File: config.mk
export PLATFORM = sky130hd
export DESIGN_NAME = fetch_unit
export DESIGN_NICKNAME = d
export VERILOG_FILES = /design/src/rtl/fetch_unit.sv
export SDC_FILE = /design/constraint.sdc
export NUM_CORES = 1
export LEC_CHECK = 0
export CAP_MARGIN = 25
export CORE_MARGIN = 1
export CORE_UTILIZATION = 48
export DETAILED_ROUTE_END_ITERATION = 10
export PLACE_DENSITY = 0.95
export SYNTH_ARGS = -nofsm -noshare
export SYNTH_HDL_FRONTEND = slang
export SYNTH_SLANG_ARGS = --single-unit
export TNS_END_PERCENT = 5
File: constraint.sdc
create_clock -name clk -period 3.5 [get_ports clk]
set_clock_uncertainty 0.1 [all_clocks]
set_input_delay 0.7 -clock clk [delete_from_list [all_inputs] [get_ports clk]]
set_output_delay 0.7 -clock clk [all_outputs]
set_load 0.02 [all_outputs]
File: src/rtl/fetch_unit.sv
// Instruction fetch stage: drives the PC into instruction memory and holds the IF/ID
// register, with hazard freeze, control-flow redirect and halt handling.
//
//  state    | meaning
//  ---------+------------------------------------------------------------
//  S_RUN    | fetching one word per cycle unless a hazard or resolve intervenes
//  S_WAIT   | control instruction pending in ID; bubbles until branch_resolve
//  S_HALTED | halt opcode fetched; everything frozen until rst
module fetch_unit #(
   parameter logic [15:0] NOP_INSTR = 16'h0000,
   parameter logic [3:0]  HALT_OPC  = 4'hF
) (
   input  logic        clk,
   input  logic        rst,
   input  logic        data_hazard,
   input  logic        PC_hazard,
   input  logic        branch_resolve,
   input  logic        branch_taken,
   input  logic [15:0] branch_target,
   input  logic        call,
   input  logic [11:0] call_target,
   input  logic        ret,
   input  logic [15:0] ret_addr,
   input  logic [15:0] imem_data,
   output logic [15:0] imem_addr,
   output logic        imem_rd_en,
   output logic [15:0] instruction,
   output logic [15:0] PC_out,
   output logic        valid_out,
   output logic        PC_update,
   output logic        halted,
   output logic [15:0] stall_cnt
);

   typedef enum logic [1:0] {S_RUN, S_WAIT, S_HALTED} state_t;

   state_t      state, state_nxt;
   logic [15:0] pc_reg, pc_nxt, pc_inc, target;
   logic [15:0] instr_nxt, pc_out_nxt, stall_nxt;
   logic        valid_nxt, upd_nxt, stall_inc;

   assign pc_inc     = pc_reg + 16'd1;
   assign imem_addr  = pc_reg;
   assign halted     = (state == S_HALTED);
   assign imem_rd_en = (state == S_RUN) && !branch_resolve && !data_hazard && !PC_hazard;

   // ret outranks call, call outranks a taken branch; not-taken resumes in line
   always_comb begin
      target = pc_reg;
      if (ret)
         target = ret_addr;
      else if (call)
         target = {pc_reg[15:12], call_target};
      else if (branch_taken)
         target = branch_target;
   end

   always_comb begin
      state_nxt  = state;
      pc_nxt     = pc_reg;
      instr_nxt  = instruction;
      pc_out_nxt = PC_out;
      valid_nxt  = valid_out;
      upd_nxt    = 1'b0;
      stall_inc  = 1'b0;
      if (state != S_HALTED) begin
         if (branch_resolve) begin
            pc_nxt    = target;
            instr_nxt = NOP_INSTR;
            valid_nxt = 1'b0;
            upd_nxt   = 1'b1;
            state_nxt = S_RUN;
         end else if (data_hazard) begin
            stall_inc = 1'b1;
         end else if (state == S_WAIT) begin
            instr_nxt = NOP_INSTR;
            valid_nxt = 1'b0;
            stall_inc = 1'b1;
         end else if (PC_hazard) begin
            instr_nxt = NOP_INSTR;
            valid_nxt = 1'b0;
            state_nxt = S_WAIT;
         end else begin
            instr_nxt  = imem_data;
            pc_out_nxt = pc_inc;
            valid_nxt  = 1'b1;
            if (imem_data[15:12] == HALT_OPC)
               state_nxt = S_HALTED;
            else
               pc_nxt = pc_inc;
         end
      end
      stall_nxt = (stall_inc && stall_cnt != 16'hFFFF) ? stall_cnt + 16'd1 : stall_cnt;
   end

   always_ff @(posedge clk) begin
      if (rst) begin
         state       <= S_RUN;
         pc_reg      <= 16'h0000;
         instruction <= NOP_INSTR;
         PC_out      <= 16'h0000;
         valid_out   <= 1'b0;
         PC_update   <= 1'b0;
         stall_cnt   <= 16'h0000;
      end else begin
         state       <= state_nxt;
         pc_reg      <= pc_nxt;
         instruction <= instr_nxt;
         PC_out      <= pc_out_nxt;
         valid_out   <= valid_nxt;
         PC_update   <= upd_nxt;
         stall_cnt   <= stall_nxt;
      end
   end

endmodule

* Word level (Yosys, flattened, before mapping)
Index checks and enable logic that the tools add are counted.
** Word-level totals
- Flip-flop bits (word level) :: 68
- Bits of input ports :: 68
- Output and inout bits :: 68
- Logic and storage cells :: 68
** Operators by class
- Add/sub/neg operators :: 2
- Equality and inequality tests :: 12
- Multiplexer cells :: 26
- Bitwise logic cells :: 5
- Reduce and logical (&&, ||, !) cells :: 15
** Operator list (number)
- 16-bit 2-to-1 mux :: 12
- 16-bit by 1-bit adder with 16-bit output (second input constant) :: 2
- 16-bit != test (second input constant) :: 1
- 2-bit 2-to-1 mux :: 5
- 1-bit 2-to-1 mux :: 9
- 7-bit AND reduction :: 1
- 2-bit != test (second input constant) :: 3
- 6-bit AND reduction :: 1
- 1-bit NOT :: 5
- 5-bit AND reduction :: 1
- 4-bit equality test (second input constant) :: 1
- 1-bit logical AND :: 4
- 2-bit by 1-bit != test with 1-bit output (second input constant) :: 2
- 4-bit by 1-bit != test with 1-bit output (second input constant) :: 1
- 4-bit AND reduction :: 1
- 1-bit logical NOT :: 3
- 3-bit by 1-bit != test with 1-bit output (second input constant) :: 1
- 3-bit by 2-bit != test with 1-bit output (second input constant) :: 1
- 3-bit nonzero test :: 1
- 2-bit by 1-bit equality test with 1-bit output (second input constant) :: 1
- 2-bit equality test (second input constant) :: 1
- 2-bit logical NOT :: 1
- 2-bit AND reduction :: 1
- 2-bit OR reduction :: 1

* Logic depth before layout (Yosys ltp)
Gate-level depths: netlist of the first run.
- Depth after elaboration :: 6
- Gate-level depth with buffers :: 7
- Mapped depth without buffers :: 5

* Worst setup path before layout of the first run
OpenSTA, ideal clock, no wires.
- Path type :: input port to output port
- From :: in PC_hazard
- To :: out imem_rd_en
- Arrival time :: 1.636 ns
- Slack :: 1.064 ns
- Stages on the path :: 2
- Cell sequence :: or2_2 -> nor4_1
** Between the ends
- Word-level cells in the longest chain between the ends :: 2
** Ends and longest elaborated chain
- start: declaration :: RTL line 16 : input logic PC_hazard,
- 1-bit logical NOT :: RTL line 45 : assign imem_rd_en = (state == S_RUN) && !branch_resolve && !data_hazard && !PC_hazard;
- 1-bit logical AND :: RTL line 45
- end: declaration :: RTL line 26 : output logic imem_rd_en,
No other way between the ends.

* Worst setup path after layout of the first run
Ends and elaborated chain as after synthesis.

==> impl_metrics.yaml, run 1 <==
synthesis:
  yosysTopAreaCell: "dfxtp_1"
  yosysMostFrequentCell: "dfxtp_1"
  synth_edf_count: 0
  synth_warnings: 0
  ys_seq_elements: 68
  yosys-top-cells-count: "dfxtp_1 (68), nor2_1 (49), nand2_1 (35), clkbuf_1 (34), a21oi_1 (21)"
  netlist_area_um2: 3690
  ys_seq_area_frac: 0.369
  synth.area.top_cells: "dfxtp_1 (37%), nor2_1 (5.0%), a211oi_1 (3.7%), a22oi_1 (3.7%), nand2_1 (3.6%)"
  netlist.area_leader.share: 0.369
  syn_nets: 520
  synthFlopType: "dfxtp_1"
  ys_async_sr_fraction: 0
  syn_area_per_cell_um2: 8.20
  postSynthCellCount: 450
  yosysUniqueCellTypes: 51
die:
  die_x_um: 89.7
  start_util: 0.503
  core_area_um2: 7330
  die_h_um: 89.7
  io_pins: 136
  die_area_um2: 8040
  rows: 31
global_routing:
  grt_pass1_vias: 3693
  grt-ovfl-total: 0
  grtUsageTotal: 0.277
  antenna_found_initial: 0
  grt_max_degree: 69
  grt_pass1_wl_um: 17100
sta:
  setup_violations: 0
  worst_pin_slew_ps: 852
  period_needed_ps: 3160
  whs_ps: 387
  maxSlewHeadroom: 0.427
  report.final.slew_viol_count: 0
  max_freq_ghz: 0.316
  tns_ps: 0
  hold_viol_final: 0
  min_period_over_period: 0.904
  rsz0062_at_grt: "false"
cts:
  clkLatencyLatePin_ps: 340
  clockBufferDepth: 2
  cts_resized: 0
  cts_tree: "done"
  clkSinkCount: 68
  cts_buffers: 9
  clk_pin_slew_ps: 60
  postCtsSetupBuffers: 0
  htree_levels: 3
  cts_hold_buffers: 0
  cts-root-buf: "clkbuf_8"
flow_run:
  maxCapViolCount: 0
power:
  power_frac_comb: 0.188
  leakagePower_nw: 1.76
  internal_power_mw: 1.40
  power.share.switching: 0.266
  p_clk_frac: 0.370
  seqPwrFrac: 0.442
  p_sw_mw: 0.507
  irDropWorstVdd_v: 0.000193
  pwr_density_cell_nw_per_um2: 360
final_layout:
  areaGrowthSynthToFinish_pct: 43.5
  num-fill-cells: 540
  antenna_cells: 0
  drive_above_1_share: 0.0704
  nets: 633
min_path:
  hp-class: "reg2reg"
  min_from: "valid_out$_SDFFE_PP0P_"
critical_path:
  timing.rr.start: "imem_addr[2]$_SDFFE_PP0P_"
  start_kind: "input pin"
  crit_fanout: 4
  arrival_ps: 2360
  worstPathRequired_ps: 2700
  crit_type: "in2out"
  critPathLaunch: "PC_hazard"
  end_kind: "output pin"
route:
  wirelength_um: 11100
  first_pass_iters: 6
  drcViolationCount: 0
  wl_per_cell_um: 16.6
  drt_iter0_markers: 306
  ant_nets: 0
  via_count: 4135
  viasPerCell: 6.20
placement:
  dp_hpwl_um: 7960
  gp_congestion: 0.928
  portBuffers: 135
outcome:
  status: "complete, no violations"
==> sequential cells by signal, indices dropped and copies added, names as in the netlist <==
| name | count |
|---|---|
| PC_update | 1 |
| PC_out | 16 |
| valid_out | 1 |
| stall_cnt | 16 |
| state | 2 |
| imem_addr | 16 |
| instruction | 16 |
==> worst max-delay path: stages <==
cell             delay (ps)
clkdlybuf4s50_1         460
or2_2                   350
nor4_1                  190
clkdlybuf4s50_1         650
==> worst paths after layout <==
kind	to	slack [ps]	cells past startpoint
setup reg to reg	imem_addr[11]$_SDFFE_PP0P_	1000	4
hold reg to reg	valid_out$_SDFFE_PP0P_	390	2
setup / recovery	imem_rd_en	340	4
hold / removal	valid_out$_SDFFE_PP0P_	390	2
==> per-stage QoR <==
stage | area (um^2) | utilization | worst slack [ps] | power, mW | std cells
2_1_floorplan | 3690 | - | 1060 | 1.03 | 450
3_3_place_gp | 5080 | 0.693 | 358 | 1.20 | 651
3_5_place_dp | 5080 | 0.693 | 329 | 1.21 | 651
4_1_cts | 5300 | 0.722 | 323 | 1.91 | 667
5_1_grt | 5300 | 0.722 | 241 | 1.98 | 667
6_report | 5300 | 0.722 | 336 | 1.91 | 667
==> power groups by stage <==
stage                     clock network (mW)  registers (mW)  logic [mW]
final                                  0.706           0.842       0.359
after global routing                   0.746           0.845       0.385
after floorplan                            0           0.878       0.154
after CTS                              0.712           0.840       0.357
after detailed placement                   0           0.858       0.354
after global placement                     0           0.857       0.346
==> cell usage in the layout (no fill, tap or decap), types with 6 or more instances in the layout <==
cell	synthesis	final
o2111a_1	7	7
buf_4	0	7
o311ai_0	6	6
nor2_1	49	49
nand2_1	35	35
a21oi_1	21	21
o21ai_0	17	17
nand4_1	15	15
clkbuf_8	0	10
mux2i_1	13	13
xnor2_1	11	11
nor4_1	14	13
a22oi_1	18	18
nor2b_1	7	7
o32ai_1	10	10
clkdlybuf4s50_1	0	134
dfxtp_1	68	68
nand3_1	16	16
nor3_1	7	7
a211oi_1	18	18
inv_1	6	6
==> kinds of logic (layout without fill, tap and decap cells) <==
kind of cell | after synthesis | in the layout | share of synthesized area
buf+inv | 48 | 166 | 0.0505
mux | 17 | 17 | 0.0475
compound gates | 129 | 129 | 0.257
simple gates | 172 | 172 | 0.236
flops | 68 | 68 | 0.369
xor+xnor | 14 | 14 | 0.0332
fa+ha+maj | 2 | 2 | 0.00678
==> layout make-up <==
cell class	count	area [um^2]	share of cell area
clock inverter	5	75.1	0.0142
clock buffer	11	141	0.0267
timing repair buffer	143	1420	0.268
inverter	7	26.3	0.00496
tap	99	124	0.0234
multi-input combinational	334	2150	0.406
sequential	68	1360	0.257
==> per-layer routing <==
| metal | vias up | share of wire | GRT usage |
|---|---|---|---|
| li1 | 1934 | - | - |
| met1 | 1855 | 0.39 | 0.327 |
| met2 | 285 | 0.47 | 0.475 |
| met3 | 61 | 0.10 | 0.0548 |
| met4 | 0 | 0.039 | 0.146 |
| met5 | - | 0 | 0 |
Power figures use the tool's default switching activity.
==> run 2, diff against run 1 <==
--- a/config.mk
+++ b/config.mk
@@ -9,7 +9,7 @@
 export CORE_MARGIN = 1
 export CORE_UTILIZATION = 48
 export DETAILED_ROUTE_END_ITERATION = 10
-export PLACE_DENSITY = 0.95
+export PLACE_DENSITY = 0.86
 export SYNTH_ARGS = -nofsm -noshare
 export SYNTH_HDL_FRONTEND = slang
 export SYNTH_SLANG_ARGS = --single-unit
==> impl_metrics.yaml, run 2 (synthesis gave the netlist of run 1 again) <==
critical_path:
  path_common_cell: "clkdlybuf4s50_1"
  crit_fanout: 4
  crit_cells: 4
  rr_endpoint: "imem_addr[11]$_SDFFE_PP0P_"
  cp-endpoint: "imem_rd_en"
  crit_chain: "clkdlybuf4s50_1 > or2_2 > nor4_1 > clkdlybuf4s50_1"
  cp_slowest_cell: "clkdlybuf4s50_1"
  crit_type: "in2out"
  r2r_cells: 4
  critPathBufInv: 2
  critPathLaunch: "PC_hazard"
  end_kind: "output pin"
  max_stage_delay_ps: 670
  worstPathRequired_ps: 2700
  arrival_ps: 2460
  r2r_setup_slack_ps: 890
  timing.rr.start: "imem_addr[2]$_SDFFE_PP0P_"
  cp_top_family: "buffers and inverters"
  start_kind: "input pin"
cts:
  htree_levels: 3
  cts-root-buf: "clkbuf_8"
  clk_pin_slew_ps: 70
  cts_resized: 0
  cts_buffers: 9
  cts_hold_buffers: 0
  clkLatencyLatePin_ps: 340
  cts_tree: "done"
  postCtsSetupBuffers: 0
  clockBufferDepth: 2
  clkSinkCount: 68
route:
  drt_iter0_markers: 404
  wl_per_cell_um: 16.6
  via_count: 4061
  viasPerCell: 6.10
  ant_nets: 0
  drcViolationCount: 0
  wirelength_um: 11100
  first_pass_iters: 5
final_layout:
  layout.cells.non_filler: 666
  layout_common_cells: "clkdlybuf4s50_1 (134), dfxtp_1 (68), nor2_1 (49)"
  nets: 633
  antenna_cells: 0
  areaGrowthSynthToFinish_pct: 42.8
  final_common_cell: "clkdlybuf4s50_1"
  drive_above_1_share: 0.0688
die:
  die_h_um: 89.7
  core_area_um2: 7330
  die_area_um2: 8040
  die_x_um: 89.7
  io_pins: 136
  rows: 31
  start_util: 0.503
sta:
  tns_ps: 0
  rsz0062_at_grt: "false"
  min_period_over_period: 0.930
  maxSlewHeadroom: 0.440
  worst_pin_slew_ps: 833
  setup_violations: 0
  hold_viol_final: 0
  report.final.slew_viol_count: 0
  max_freq_ghz: 0.307
  period_needed_ps: 3260
global_routing:
  grt_pass1_vias: 3525
  grt_max_degree: 49
  grt-ovfl-total: 0
  antenna_found_initial: 0
  grt_pass1_wl_um: 16900
  grtUsageTotal: 0.273
power:
  leakagePower_nw: 1.74
  irDropWorstVdd_v: 0.000224
  pwr_density_cell_nw_per_um2: 348
placement:
  portBuffers: 135
  dpl.cell_count: 651
  dp_hpwl_um: 7860
  gp_congestion: 0.879
outcome:
  status: "complete, no violations"
flow_run:
  maxCapViolCount: 0
min_path:
  hp-class: "reg2reg"
-- run 2: worst register-to-register path, stage by stage, from the launching register on --
cell,delay (ps)
dfxtp_1,560
nand3_1,480
or4_1,720
a2111oi_0,460
o32ai_1,160
-- run 2: cell type report --
class	count	area, um^2
multi-input combinational	334	2150
fill	574	2060
timing repair buffer	143	1420
sequential	68	1360
clock buffer	11	141
tap	99	124
clock inverter	4	50.0
inverter	7	26.3
-- run 2: metal layers --
metal,part of all wire,vias up,track usage
li1,-,1946,-
met1,0.43,1857,0.380
met2,0.46,229,0.424
met3,0.092,29,0.0521
met4,0.017,0,0.0909
met5,0,-,0
-- run 2: worst min path at each step --
stage	cells after the start	endpoint	start	slack, ps
final	2	PC_out[4]$_SDFFE_PP0P_	PC_out[4]$_SDFFE_PP0P_	400
after global routing	2	PC_out[6]$_SDFFE_PP0P_	PC_out[6]$_SDFFE_PP0P_	440
after CTS	2	PC_out[14]$_SDFFE_PP0P_	PC_out[14]$_SDFFE_PP0P_	410
after detailed placement	2	PC_out[1]$_SDFFE_PP0P_	PC_out[1]$_SDFFE_PP0P_	390
after global placement	2	valid_out$_SDFFE_PP0P_	valid_out$_SDFFE_PP0P_	370
after floorplan	2	state[0]$_SDFFE_PP0P_	state[0]$_SDFFE_PP0P_	400
-- run 2: where the power goes --
group / internal, mW / switching, mW
clock network: 0.343 / 0.290
logic: 0.180 / 0.175
registers: 0.803 / 0.0406
-- run 2: per-stage QoR --
| step | setup WS (ps) | total power, mW | hold slack [ps] | util | cell area, um^2 |
|---|---|---|---|---|---|
| floorplan | 1060 | 1.03 | 404 | - | 3690 |
| global placement | 253 | 1.20 | 366 | 0.693 | 5080 |
| detailed placement | 241 | 1.21 | 391 | 0.693 | 5080 |
| CTS | 237 | 1.83 | 405 | 0.719 | 5270 |
| global route | 212 | 1.91 | 438 | 0.719 | 5270 |
| finish | 244 | 1.83 | 400 | 0.719 | 5270 |
==> run 3, diff against run 2 <==
--- a/config.mk
+++ b/config.mk
@@ -10,6 +10,7 @@
 export CORE_UTILIZATION = 48
 export DETAILED_ROUTE_END_ITERATION = 10
 export PLACE_DENSITY = 0.86
+export RECOVER_POWER = 25
 export SYNTH_ARGS = -nofsm -noshare
 export SYNTH_HDL_FRONTEND = slang
 export SYNTH_SLANG_ARGS = --single-unit
==> impl_metrics.yaml, run 3 (synthesis gave the netlist of run 1 again) <==
outcome:
  status: "complete, no violations"
route:
  drcViolationCount: 0
  via_count: 4076
  wl_per_cell_um: 16.5
  wirelength_um: 11000
  first_pass_iters: 5
  ant_nets: 0
  drt_iter0_markers: 438
  viasPerCell: 6.12
placement:
  placed_cell_area_um2: 5080
  post-place-ws_ps: 241
  gp_congestion: 0.879
  dp_hpwl_um: 7860
  portBuffers: 135
final_layout:
  final_common_cell: "clkdlybuf4s50_1"
  areaGrowthSynthToFinish_pct: 42.8
  layout_common_cells: "clkdlybuf4s50_1 (101), dfxtp_1 (68), nor2_1 (49)"
  nets: 633
  design_area_um2: 5270
  antenna_cells: 0
  drive_above_1_share: 0.0688
critical_path:
  start_kind: "input pin"
  arrival_ps: 2450
  crit_fanout: 4
  end_kind: "output pin"
  crit_type: "in2out"
  worstPathRequired_ps: 2700
die:
  start_util: 0.503
  die_x_um: 89.7
  die_area_um2: 8040
  die_h_um: 89.7
  io_pins: 136
  rows: 31
  core_area_um2: 7330
power:
  p_sw_mw: 0.502
  power_frac_comb: 0.192
  seqPwrFrac: 0.462
  p_clk_frac: 0.346
  pwr_density_cell_nw_per_um2: 346
  irDropWorstVdd_v: 0.000225
  power.share.switching: 0.275
  internal_power_mw: 1.32
  leakagePower_nw: 1.84
cts:
  cts-root-buf: "clkbuf_8"
  cts_resized: 0
  clk_pin_slew_ps: 70
  cts_buffers: 9
  clkSinkCount: 68
  htree_levels: 3
  postCtsSetupBuffers: 0
  clkLatencyLatePin_ps: 340
  cts_tree: "done"
  cts_hold_buffers: 0
  clockBufferDepth: 2
global_routing:
  grt_pass1_wl_um: 16900
  grt_max_degree: 49
  grt-ovfl-total: 0
  grt_pass1_vias: 3525
  antenna_found_initial: 0
  grtUsageTotal: 0.273
sta:
  min_period_over_period: 0.928
  worst_pin_slew_ps: 827
  max_freq_ghz: 0.308
  tns_ps: 0
  setup_violations: 0
  report.final.slew_viol_count: 0
  maxSlewHeadroom: 0.443
  fin_ws_ps: 251
  period_needed_ps: 3250
  rsz0062_at_grt: "false"
  hold_viol_final: 0
flow_run:
  maxCapViolCount: 0
min_path:
  hp-class: "reg2reg"
==> run 3: cell types whose count changed in the layout (fill, tap and decap cells not counted), sizes merged <==
cell           before  now
clkdlybuf4s50     134  101
dlygate4sd3         0   33
==> run 3: routing by layer <==
metal	wire length, um	track usage	up-vias	part of all wire
li1	-	-	1949	-
met1	4750	0.380	1879	0.43
met2	5100	0.424	228	0.46
met3	977	0.0521	20	0.089
met4	163	0.0909	0	0.015
met5	0	0	-	0
==> run 3: final timing paths <==
path                             start                         end  slack, ps  cells after the start
max                          PC_hazard                  imem_rd_en        250                      4
min             PC_out[4]$_SDFFE_PP0P_      PC_out[4]$_SDFFE_PP0P_        400                      2
max reg2reg  imem_addr[2]$_SDFFE_PP0P_  imem_addr[11]$_SDFFE_PP0P_        940                      4
min reg2reg     PC_out[4]$_SDFFE_PP0P_      PC_out[4]$_SDFFE_PP0P_        400                      2
==> run 3: through the flow <==
stage	hold slack [ps]	total power, mW	utilization	instances
4_1_cts	405	1.83	0.719	666
5_1_grt	435	1.90	0.719	666
2_1_floorplan	404	1.03	-	450
3_5_place_dp	391	1.21	0.693	651
3_3_place_gp	366	1.20	0.693	651
6_report	397	1.82	0.719	666
==> run 3: worst max-delay path, cell delays in order <==
cell and delay (ps):
clkdlybuf4s50_1 460, or2_2 350, nor4_1 270, clkdlybuf4s50_1 670
==> run 3: final cells by class <==
class | count | area [um^2]
clock buffers | 11 | 141
well taps | 99 | 124
fillers | 574 | 2060
repair buffers | 143 | 1420
flip-flops and latches | 68 | 1360
inverters | 7 | 26.3
clock inverters | 4 | 50.0
multi-input cells | 334 | 2150
==> run 3: power groups by stage <==
stage | Clock (mW) | Combinational, mW | Sequential (mW)
global route | 0.677 | 0.378 | 0.846
finish | 0.631 | 0.350 | 0.843
detailed placement | 0 | 0.351 | 0.859
CTS | 0.640 | 0.353 | 0.841
floorplan | 0 | 0.154 | 0.878
global placement | 0 | 0.343 | 0.857
